<file path="config.mk">
export PLATFORM = sky130hd
export DESIGN_NAME = ahb_arbiter
export DESIGN_NICKNAME = d
export VERILOG_FILES = /design/src/rtl/ahb_arbiter.sv
export SDC_FILE = /design/constraint.sdc
export NUM_CORES = 1
export LEC_CHECK = 0
export BUFFER_PORTS_ARGS = -buffer_cell sky130_fd_sc_hd__buf_2
export CAP_MARGIN = 20
export CORE_AREA = 2 2 87 89
export DETAILED_ROUTE_END_ITERATION = 8
export DIE_AREA = 0 0 89 91
export PLACE_DENSITY = 0.74
export SLEW_MARGIN = 10
export SYNTH_ARGS = -nofsm -noshare
export SYNTH_HDL_FRONTEND = slang
export SYNTH_SLANG_ARGS = --single-unit
export TNS_END_PERCENT = 1
</file>
<file path="constraint.sdc">
create_clock -name clk -period 2.3 [get_ports clk]
set_clock_uncertainty 0.15 [all_clocks]
set_input_delay 0.46 -clock clk [delete_from_list [all_inputs] [get_ports clk]]
set_output_delay 0.46 -clock clk [all_outputs]
set_load 0.02 [all_outputs]
</file>
<file path="src/rtl/ahb_arbiter.sv">
// Two-master AHB bus arbiter: M1 (data) has priority over M0 (instruction),
// with a tenure limit for unlocked owners and a data-phase mux one beat behind.
`ifndef AHB_TRANS_BITS
`define AHB_TRANS_BITS 2
`endif
`ifndef AHB_SIZE_BITS
`define AHB_SIZE_BITS 3
`endif

module ahb_arbiter #(
    parameter int ADDR_W     = 32,
    parameter int DATA_W     = 32,
    parameter int MAX_TENURE = 8
) (
    input  logic                       clk,
    input  logic                       rst,
    input  logic                       HReq_M0,
    input  logic                       HReq_M1,
    input  logic                       HLock_M0,
    input  logic                       HLock_M1,
    input  logic [ADDR_W-1:0]          HAddress_M0,
    input  logic [ADDR_W-1:0]          HAddress_M1,
    input  logic [`AHB_TRANS_BITS-1:0] HTrans_M0,
    input  logic [`AHB_TRANS_BITS-1:0] HTrans_M1,
    input  logic [`AHB_SIZE_BITS-1:0]  HSize_M0,
    input  logic [`AHB_SIZE_BITS-1:0]  HSize_M1,
    input  logic                       HWrite_M0,
    input  logic                       HWrite_M1,
    input  logic [DATA_W-1:0]          HWrite_data_M0,
    input  logic [DATA_W-1:0]          HWrite_data_M1,
    input  logic                       HReady,
    output logic                       HGrant_M0,
    output logic                       HGrant_M1,
    output logic [1:0]                 HMaster,
    output logic                       HMastLock,
    output logic [ADDR_W-1:0]          HAddress,
    output logic [`AHB_TRANS_BITS-1:0] HTrans,
    output logic [`AHB_SIZE_BITS-1:0]  HSize,
    output logic                       HWrite,
    output logic [DATA_W-1:0]          HWrite_data
);

    typedef enum logic [1:0] {
        OWN_NONE = 2'b00,
        OWN_M0   = 2'b01,
        OWN_M1   = 2'b10
    } own_t;

    localparam logic [7:0] TENURE_MAX = 8'(MAX_TENURE - 1);

    own_t       owner;
    own_t       data_owner;
    own_t       owner_nxt;
    logic [7:0] tenure_cnt;
    logic [7:0] tenure_nxt;
    logic       own_req;
    logic       own_lock;
    logic       oth_req;

    always_comb begin
        own_req  = 1'b0;
        own_lock = 1'b0;
        oth_req  = 1'b0;
        case (owner)
            OWN_M0: begin
                own_req  = HReq_M0;
                own_lock = HLock_M0;
                oth_req  = HReq_M1;
            end
            OWN_M1: begin
                own_req  = HReq_M1;
                own_lock = HLock_M1;
                oth_req  = HReq_M0;
            end
            default: ;
        endcase

        owner_nxt = OWN_NONE;
        if (own_req && own_lock) begin
            owner_nxt = owner;
        end else if (own_req && (!oth_req || tenure_cnt < TENURE_MAX)) begin
            owner_nxt = owner;
        end else if (own_req) begin
            // Tenure expired with the other master waiting: hand over regardless of priority.
            owner_nxt = (owner == OWN_M0) ? OWN_M1 : OWN_M0;
        end else if (HReq_M1) begin
            owner_nxt = OWN_M1;
        end else if (HReq_M0) begin
            owner_nxt = OWN_M0;
        end

        tenure_nxt = 8'd0;
        if (owner_nxt == owner && owner != OWN_NONE) begin
            tenure_nxt = (tenure_cnt < TENURE_MAX) ? tenure_cnt + 8'd1 : tenure_cnt;
        end
    end

    always_ff @(posedge clk or posedge rst) begin
        if (rst) begin
            owner      <= OWN_NONE;
            data_owner <= OWN_NONE;
            tenure_cnt <= 8'd0;
            HGrant_M0  <= 1'b0;
            HGrant_M1  <= 1'b0;
        end else if (HReady) begin
            owner      <= owner_nxt;
            data_owner <= owner;
            tenure_cnt <= tenure_nxt;
            HGrant_M0  <= (owner_nxt == OWN_M0);
            HGrant_M1  <= (owner_nxt == OWN_M1);
        end
    end

    assign HMaster = owner;

    // Address phase follows owner; data phase follows data_owner, one beat later.
    always_comb begin
        HAddress    = '0;
        HTrans      = '0;
        HSize       = `AHB_SIZE_BITS'(2);
        HWrite      = 1'b0;
        HMastLock   = 1'b0;
        case (owner)
            OWN_M0: begin
                HAddress  = HAddress_M0;
                HTrans    = HTrans_M0;
                HSize     = HSize_M0;
                HWrite    = HWrite_M0;
                HMastLock = HLock_M0;
            end
            OWN_M1: begin
                HAddress  = HAddress_M1;
                HTrans    = HTrans_M1;
                HSize     = HSize_M1;
                HWrite    = HWrite_M1;
                HMastLock = HLock_M1;
            end
            default: ;
        endcase

        HWrite_data = '0;
        case (data_owner)
            OWN_M0:  HWrite_data = HWrite_data_M0;
            OWN_M1:  HWrite_data = HWrite_data_M1;
            default: ;
        endcase
    end

endmodule
</file>
Yosys cells after proc, flatten, opt, wreduce, memory -nomap -nowiden
Index checks and enable logic that the tools add are counted.

storage, ports and cells
  register bits = 14
  input bits = 147
  word-level logic and storage cells = 38

operators by class
  add/sub/neg operators = 1
  order comparisons = 1
  eq/ne operators = 8
  muxes and demuxes = 16
  reductions and logical operators = 7

operator list
  operator             count
  $pmux 32 s2          2
  $mux 8               2
  $mux 2               5
  $add 8x1->8 const B  1
  $lt 8x3->1 const B   1
  $pmux 1 s2           4
  $eq 2x1->1 const B   3
  $eq 2x2->1 const B   3
  $pmux 3 s2           1
  $pmux 2 s2           1
  $logic_and 1x1->1    3
  $eq 2x2->1           1
  $ne 2x1->1 const B   1
  $reduce_and 2->1     1
  $reduce_bool 2->1    1
  $logic_not 1->1      1
  $logic_or 1x1->1     1
  $mux 1               1

Depth between registers and ports, before layout
Gate-level depths: netlist (run 1).

  word-level depth = 11
  depth in mapped cells = 9
  gate-level depth less buffers = 8

Worst setup path before layout (run 1)
No wires, ideal clock.

  path kind = reg2out
  from = register owner[1], in the netlist HMaster[1]
  to = output port HAddress[31]
  data arrival time = 1,929 ps
  setup slack = -239 ps
  stages on the path, launching flop included = 8
  buffers on the path = 3
  path through = dfrtp_1 > inv_1 > ha_1 > buf_4 > clkbuf_1 > clkbuf_1 > a22oi_1 > nor2b_1

on the way
  longest elaborated chain between the ends = 2
  elaborated cells between the ends (all ways) = 3
  those cells by class = eq/ne (2); mux (1)

ends and longest elaborated chain
  item                                             line  text
  from (decl)                                      51    own_t owner;
  from (signal assigned)                           106   owner <= owner_nxt;
  $eq 2x2->1 / $eq 2x1->1 (equally long branches)  123   case (owner)
  $pmux 32 s2 (*)                                  123
  to (decl)                                        36    output logic [ADDR_W-1:0] HAddress,

Every way passes the cells marked *; elsewhere a longest branch is shown, timed or not.

Worst setup path in the final report (run 1)
  from = register owner[0], in the netlist HMaster[0]
  to = register tenure_cnt[0]

on the way
  longest elaborated chain between the ends = 11
  elaborated cells between the ends (all ways) = 19
  those cells by class = eq/ne (4); mux (8); reduce/logical (7)

ends and longest elaborated chain
  item                                             line    text
  $eq 2x2->1 / $eq 2x1->1 (equally long branches)  64, 85
  $pmux 1 s2                                       64      case (owner)
  $logic_not 1->1                                  81      end else if (own_req && (!oth_req || tenure_cnt < TENURE_MAX)) begin
  $logic_or 1x1->1                                 81
  $logic_and 1x1->1                                81
  $mux 2                                           81
  $mux 2                                           79      if (own_req && own_lock) begin
  $eq 2x2->1                                       93      if (owner_nxt == owner && owner != OWN_NONE) begin
  $logic_and 1x1->1 (*)                            93
  $ne 2x1->1 (no source line)                      n/a
  $reduce_and 2->1 (no source line)                n/a
  to (signal assigned)                             108     tenure_cnt <= tenure_nxt;
  to (decl)                                        54      logic [7:0] tenure_cnt;

Marks and branches as above.
A chain may end at the register's enable or synchronous reset.

==> results.toml, run 1 <==
[outcome]
outcome = "complete, but fails checks"
violations = "negative setup slack"

[power]
power_mw = 4.51
p_per_area_nw_per_um2 = 1340
vdd_drop_max_uv = 912
p_leak_nw = 1.78

[worst_setup_path]
worstPathMaxFanout = 7
critPathMaxStageDelay_ns = 0.45
r2r_start = "HMaster[0]"
reg2reg_depth = 9
path_class = "flip-flop to flip-flop"
crit_start = "HMaster[0]"
r2r_setup_slack_ns = -0.02
crit_chain = "inv_4 > ha_4 > and4b_1 > or3_4 > a211oi_2 > buf_4 > o31ai_4 > nand2b_4 > mux2i_1"
cp-start-kind = "flip-flop"
required_ns = 2.31
r2r_end = "tenure_cnt[0]"
worstSetupEndpointType = "flip-flop"
cp.arrival_ns = 2.33
slowest_stage = "dfrtp_2"

[layout]
nets = 622
drive_gt1_share_pct = 59.8
stdcell_count = 567
layout_commonest_cell = "buf_2"
num_antenna_cells = 0
syn_to_final_growth_pct = 82.3
multiInputGateArea_um2 = 1480
nFillCells = 706
final_cell_mix = "buf_2 (218), a22oi_1 (70), nor2_1 (38)"
regArea_um2 = 353

[drt]
drtIter0Drc = 142
detail-route-antenna-nets = 0
drc = 0
vias_per_cell = 4.86
routedWlPerCell_um = 13.3
totalWireLength_um = 7560
vias = 2756
dr.pass1.iters = 5

[grt]
grt_pass1_wl_um = 10600
grt-busiest-layer = "met2"
overflow = 0
grt_max_degree = 40
grt_pass1_vias = 2457
grt_antenna_before_repair = 0
met2_usage_pct = 31.7
track_usage_pct = 15.7
grtUsageMet1_pct = 17.1
gr-usage-met3_pct = 2.00

[floorplan]
num_rows = 31
coreArea_um2 = 7140
ioPinCount = 222
dieArea_um2 = 8100
die_width_um = 89
die_h_um = 91
start_util_pct = 25.9

[flow_run]
drv_cap = 0

[sta]
tightestPinTransition_ns = 0.530
worst_slack_ns = -0.0182
maxSlewViolCount = 0
tns_ns = -0.0249
fmax_mhz = 431
slew_headroom_pct = 64.6
setup_viol = 3
timing.final.crit_share_pct = 101
period_minus_slack_ns = 2.32
hold_slack_ns = 0.0949
hold_viol = 0
grt_setup_unrepaired = "yes"

[placed_design]
dp.cells = 561
io_buffers = 221
gp_congestion = 0.840
hpwl_um = 5980

[clock_network]
clockRootBuffer = "clkbuf_8"
clock_tree.buffer_depth = 2
cts_buffers = 3
worstSkewPairLatency_ns = 0.24
cts.htree.levels = 1
clock-sinks = 14
cts_tree = "built"
cts.clk_slew.worst_paths_ns = 0.06

[synthesis]
async_flop_share_pct = 100
synth_edf_count = 0
syn_area_um2 = 1850
avgSynthCellArea_um2 = 7.32
synth-main-ff-cell = "dfrtp_1"
syn_inst = 252
syn_nets = 405
synth-seq-cells = 14
yosys_warnings = 0
yosysUniqueCellTypes = 33
synth.yosys.seq_area_share_pct = 19.0

[hold_path]
worstHoldPathType = "primary input to async pin"
## through the flow
stage | util (%) | worst slack [ns] | area, um^2
2_1_floorplan | - | -0.0447 | 1920
3_3_place_gp | 44.6 | 0.0382 | 3190
3_5_place_dp | 44.6 | -0.0555 | 3190
4_1_cts | 46.4 | -0.0305 | 3310
5_1_grt | 47.1 | -0.115 | 3360
6_report | 47.1 | -0.0182 | 3360
## what timing repair did
item,4_1_cts,5_1_grt
cloned,0,1
pin swaps,0,1
buffers inserted,0,1
hold buffers,0,0
setup endpoints to repair,44,46
gates resized for setup,15,7
## routing by layer
| layer | up-vias | wire length (um) |
|---|---|---|
| li1 | 1360 | - |
| met1 | 1246 | 2930 |
| met2 | 146 | 3920 |
| met3 | 4 | 679 |
| met4 | 0 | 36 |
| met5 | - | 0 |
## cell usage after synthesis (2+ instances only)
cell type   n  area (um^2)
a31oi_1     2         12.5
a22oi_1    72          541
a2bb2oi_1   2         17.5
nor2_1     38          143
a22o_1      2         17.5
and4bb_2    2         25.0
nor2b_1    41          257
a211o_1     2         17.5
and2_1      2         12.5
a211oi_2    2         25.0
a21boi_0    4         30.0
o21ai_0     3         15.0
nand2_1     5         18.8
dfrtp_1    14          350
nand2b_1    2         12.5
a21oi_1     7         35.0
inv_1       8         30.0
ha_1        6         75.1
mux2i_1     2         20.0
clkbuf_1   23         86.3
## final cells by class
class | instances | area share, %
multi-input combinational | 204 | 43.9
timing repair buffer | 238 | 39.2
sequential | 14 | 10.5
tap | 99 | 3.68
clock buffer | 4 | 1.64
inverter | 8 | 1.04
## sequential cells by signal, summed over array words and instances (netlist names)
signal and count:
HGrant_M1 1, HMaster 2, HGrant_M0 1, data_owner 2
tenure_cnt 8
## critical path: cells and delay by family (launching register included)
kind	cells	cell delay, ns
fa+ha+maj	1	0.22
flops	1	0.45
simple gates	3	0.71
buf+inv	2	0.26
compound gates	2	0.32
mux	1	0.13
## how the worst max path moves through the flow
stage	to	slack [ns]
floorplan	tenure_cnt[5]	-0.04
global placement	HMaster[1]	0.04
detailed placement	tenure_cnt[0]	-0.06
CTS	HAddress[11]	-0.03
global route	tenure_cnt[1]	-0.11
finish	tenure_cnt[0]	-0.02
## where the power goes
group / total [mW] / switching, mW / leakage (nW) / internal (mW)
combinational: 3.90 / 2.23 / 1.57 / 1.68
clock: 0.236 / 0.0843 / 0.0288 / 0.151
sequential: 0.372 / 0.0612 / 0.179 / 0.311
## kinds of logic (layout without fill, tap and decap cells)
group,after synthesis,after routing,share of synthesized area [%]
mux,3,3,1.69
simple gates,94,94,26.9
fa+ha+maj,6,6,4.07
buf+inv,34,250,7.59
flops,14,14,19.0
compound gates,101,101,40.7
(Power assumes the default switching activity.)
==> run 2: changes to the inputs <==
--- a/config.mk
+++ b/config.mk
@@ -7,10 +7,11 @@
 export LEC_CHECK = 0
 export BUFFER_PORTS_ARGS = -buffer_cell sky130_fd_sc_hd__buf_2
 export CAP_MARGIN = 20
-export CORE_AREA = 2 2 87 89
+export CORE_MARGIN = 4
+export CORE_UTILIZATION = 30
 export DETAILED_ROUTE_END_ITERATION = 8
-export DIE_AREA = 0 0 89 91
-export PLACE_DENSITY = 0.74
+export HOLD_SLACK_MARGIN = 0.12
+export PLACE_DENSITY = 0.83
 export SLEW_MARGIN = 10
 export SYNTH_ARGS = -nofsm -noshare
 export SYNTH_HDL_FRONTEND = slang
==> run 2 against run 1 <==
Against the previous run: the run still ends with negative setup slack left; hold slack improved by 0.27 ns; clock power about the same; sequential cell count unchanged; first-iteration DRC count decreased by 24%; cell count decreased by 2.8%; routed wire length increased by 8.5%; critical path depth decreased by 1; sequential power decreased by 1%; fmax increased by 0.55%; largest power group unchanged; highest routed layer unchanged.
==> results.toml, run 2 (synthesis gave the netlist of run 1 again) <==
[outcome]
outcome = "complete, but fails checks"
violations = "negative setup slack"

[placed_design]
hpwl_um = 6600
gp_congestion = 0.795
dp.cells = 541
io_buffers = 221

[grt]
overflow = 0
grt_max_degree = 33
track_usage_pct = 19.9
grt_pass1_wl_um = 12600
grt_antenna_before_repair = 0
grt_pass1_vias = 2740

[floorplan]
die_h_um = 86.4
start_util_pct = 31.0
coreArea_um2 = 5960
num_rows = 28
die_width_um = 86.4
dieArea_um2 = 7470
ioPinCount = 222

[layout]
stdcell_count = 551
layout_commonest_cell = "buf_2"
nets = 630
largest_reg_flops = 8
syn_to_final_growth_pct = 79.9
num_antenna_cells = 0
final_cell_mix = "buf_2 (221), a22oi_1 (72), nor2_1 (38)"
drive_gt1_share_pct = 59.9
largest-register = "tenure_cnt"

[clock_network]
cts_buffers = 3
cts.htree.levels = 1
cts_tree = "built"
cts.clk_slew.worst_paths_ns = 0.06
clock_tree.buffer_depth = 2
worstSkewPairLatency_ns = 0.24
clock-sinks = 14
clockRootBuffer = "clkbuf_8"

[worst_setup_path]
worstPathMaxFanout = 8
cp-start-kind = "flip-flop"
crit_top_cell = "buf_4"
cp_num_buf_inv = 2
reg2reg_depth = 8
path_delay_family = "flip-flops"
r2r_end = "HMaster[1]"
r2r_start = "HMaster[0]"
crit_chain = "buf_4 > ha_4 > buf_4 > and4bb_2 > a211oi_2 > o21a_2 > nand2b_1 > mux2_2"
cp.arrival_ns = 2.28
required_ns = 2.28
r2r_setup_slack_ns = -0.006
crit_start = "HMaster[0]"
worstSetupEndpointType = "flip-flop"
path_class = "flip-flop to flip-flop"
critPathMaxStageDelay_ns = 0.44
slowest_stage = "dfrtp_2"

[power]
p_leak_nw = 1.80
vdd_drop_max_uv = 944
p_per_area_nw_per_um2 = 1350

[drt]
drtIter0Drc = 108
detail-route-antenna-nets = 0
drc = 0
totalWireLength_um = 8200
vias = 2847
vias_per_cell = 5.17
dr.pass1.iters = 4
routedWlPerCell_um = 14.9

[sta]
timing.final.crit_share_pct = 100
hold_viol = 0
hold_slack_ns = 0.365
maxSlewViolCount = 0
worst_slack_ns = -0.00557
tightestPinTransition_ns = 0.519
period_minus_slack_ns = 2.31
fmax_mhz = 434
tns_ns = -0.00557
grt_setup_unrepaired = "yes"
setup_viol = 1
slew_headroom_pct = 65.4

[hold_path]
hold_start = "tenure_cnt[0]"
worst_hold_path.endpoint = "tenure_cnt[0]"
min_delay_path_depth = 1
worstHoldPathType = "flip-flop to flip-flop"

[flow_run]
drv_cap = 0
## run 2: routing by layer
metal	routed length [um]	vias up	global-route usage (%)
li1	-	1378	-
met1	2880	1279	22.3
met2	4250	172	37.8
met3	919	18	4.09
met4	161	0	5.38
met5	0	-	0
## run 2: repair_timing
item,in CTS,in global routing
hold endpoints to repair,14,0
hold buffers,1,0
resized for setup,8,8
setup buffers,2,3
pin swaps,1,2
cloned,0,0
setup endpoints to repair,46,80
## run 2: final cells by class
cell class / count / area, um^2
fill: 545 / 2640
multi-input combinational: 204 / 1460
timing repair buffer: 246 / 1320
sequential: 14 / 353
tap: 75 / 93.8
clock buffer: 4 / 55.1
inverter: 8 / 35.0
## run 2: stage by stage
stage          setup slack (ns)  area (um^2)  util (%)  power [mW]
4_1_cts                 -0.0233         3260      54.8        4.39
3_3_place_gp            0.00850         3150      52.9        3.94
3_5_place_dp             -0.103         3150      52.9        4.04
6_report               -0.00557         3320      55.7        4.49
5_1_grt                  -0.116         3320      55.7        4.85
2_1_floorplan           -0.0447         1920         -        2.94
## run 2: power breakdown
part           switching (mW)  internal (mW)
registers              0.0576          0.310
clock network          0.0871          0.151
logic                    2.25           1.63
## run 2: worst max path at each step
stage                    end  slack, ns  cells after the start
2_1_floorplan  tenure_cnt[5]      -0.04                      9
3_3_place_gp      HMaster[1]      0.009                      7
3_5_place_dp   tenure_cnt[0]      -0.10                      9
4_1_cts        tenure_cnt[0]      -0.02                      9
5_1_grt        tenure_cnt[1]      -0.12                      9
6_report          HMaster[1]     -0.006                      8
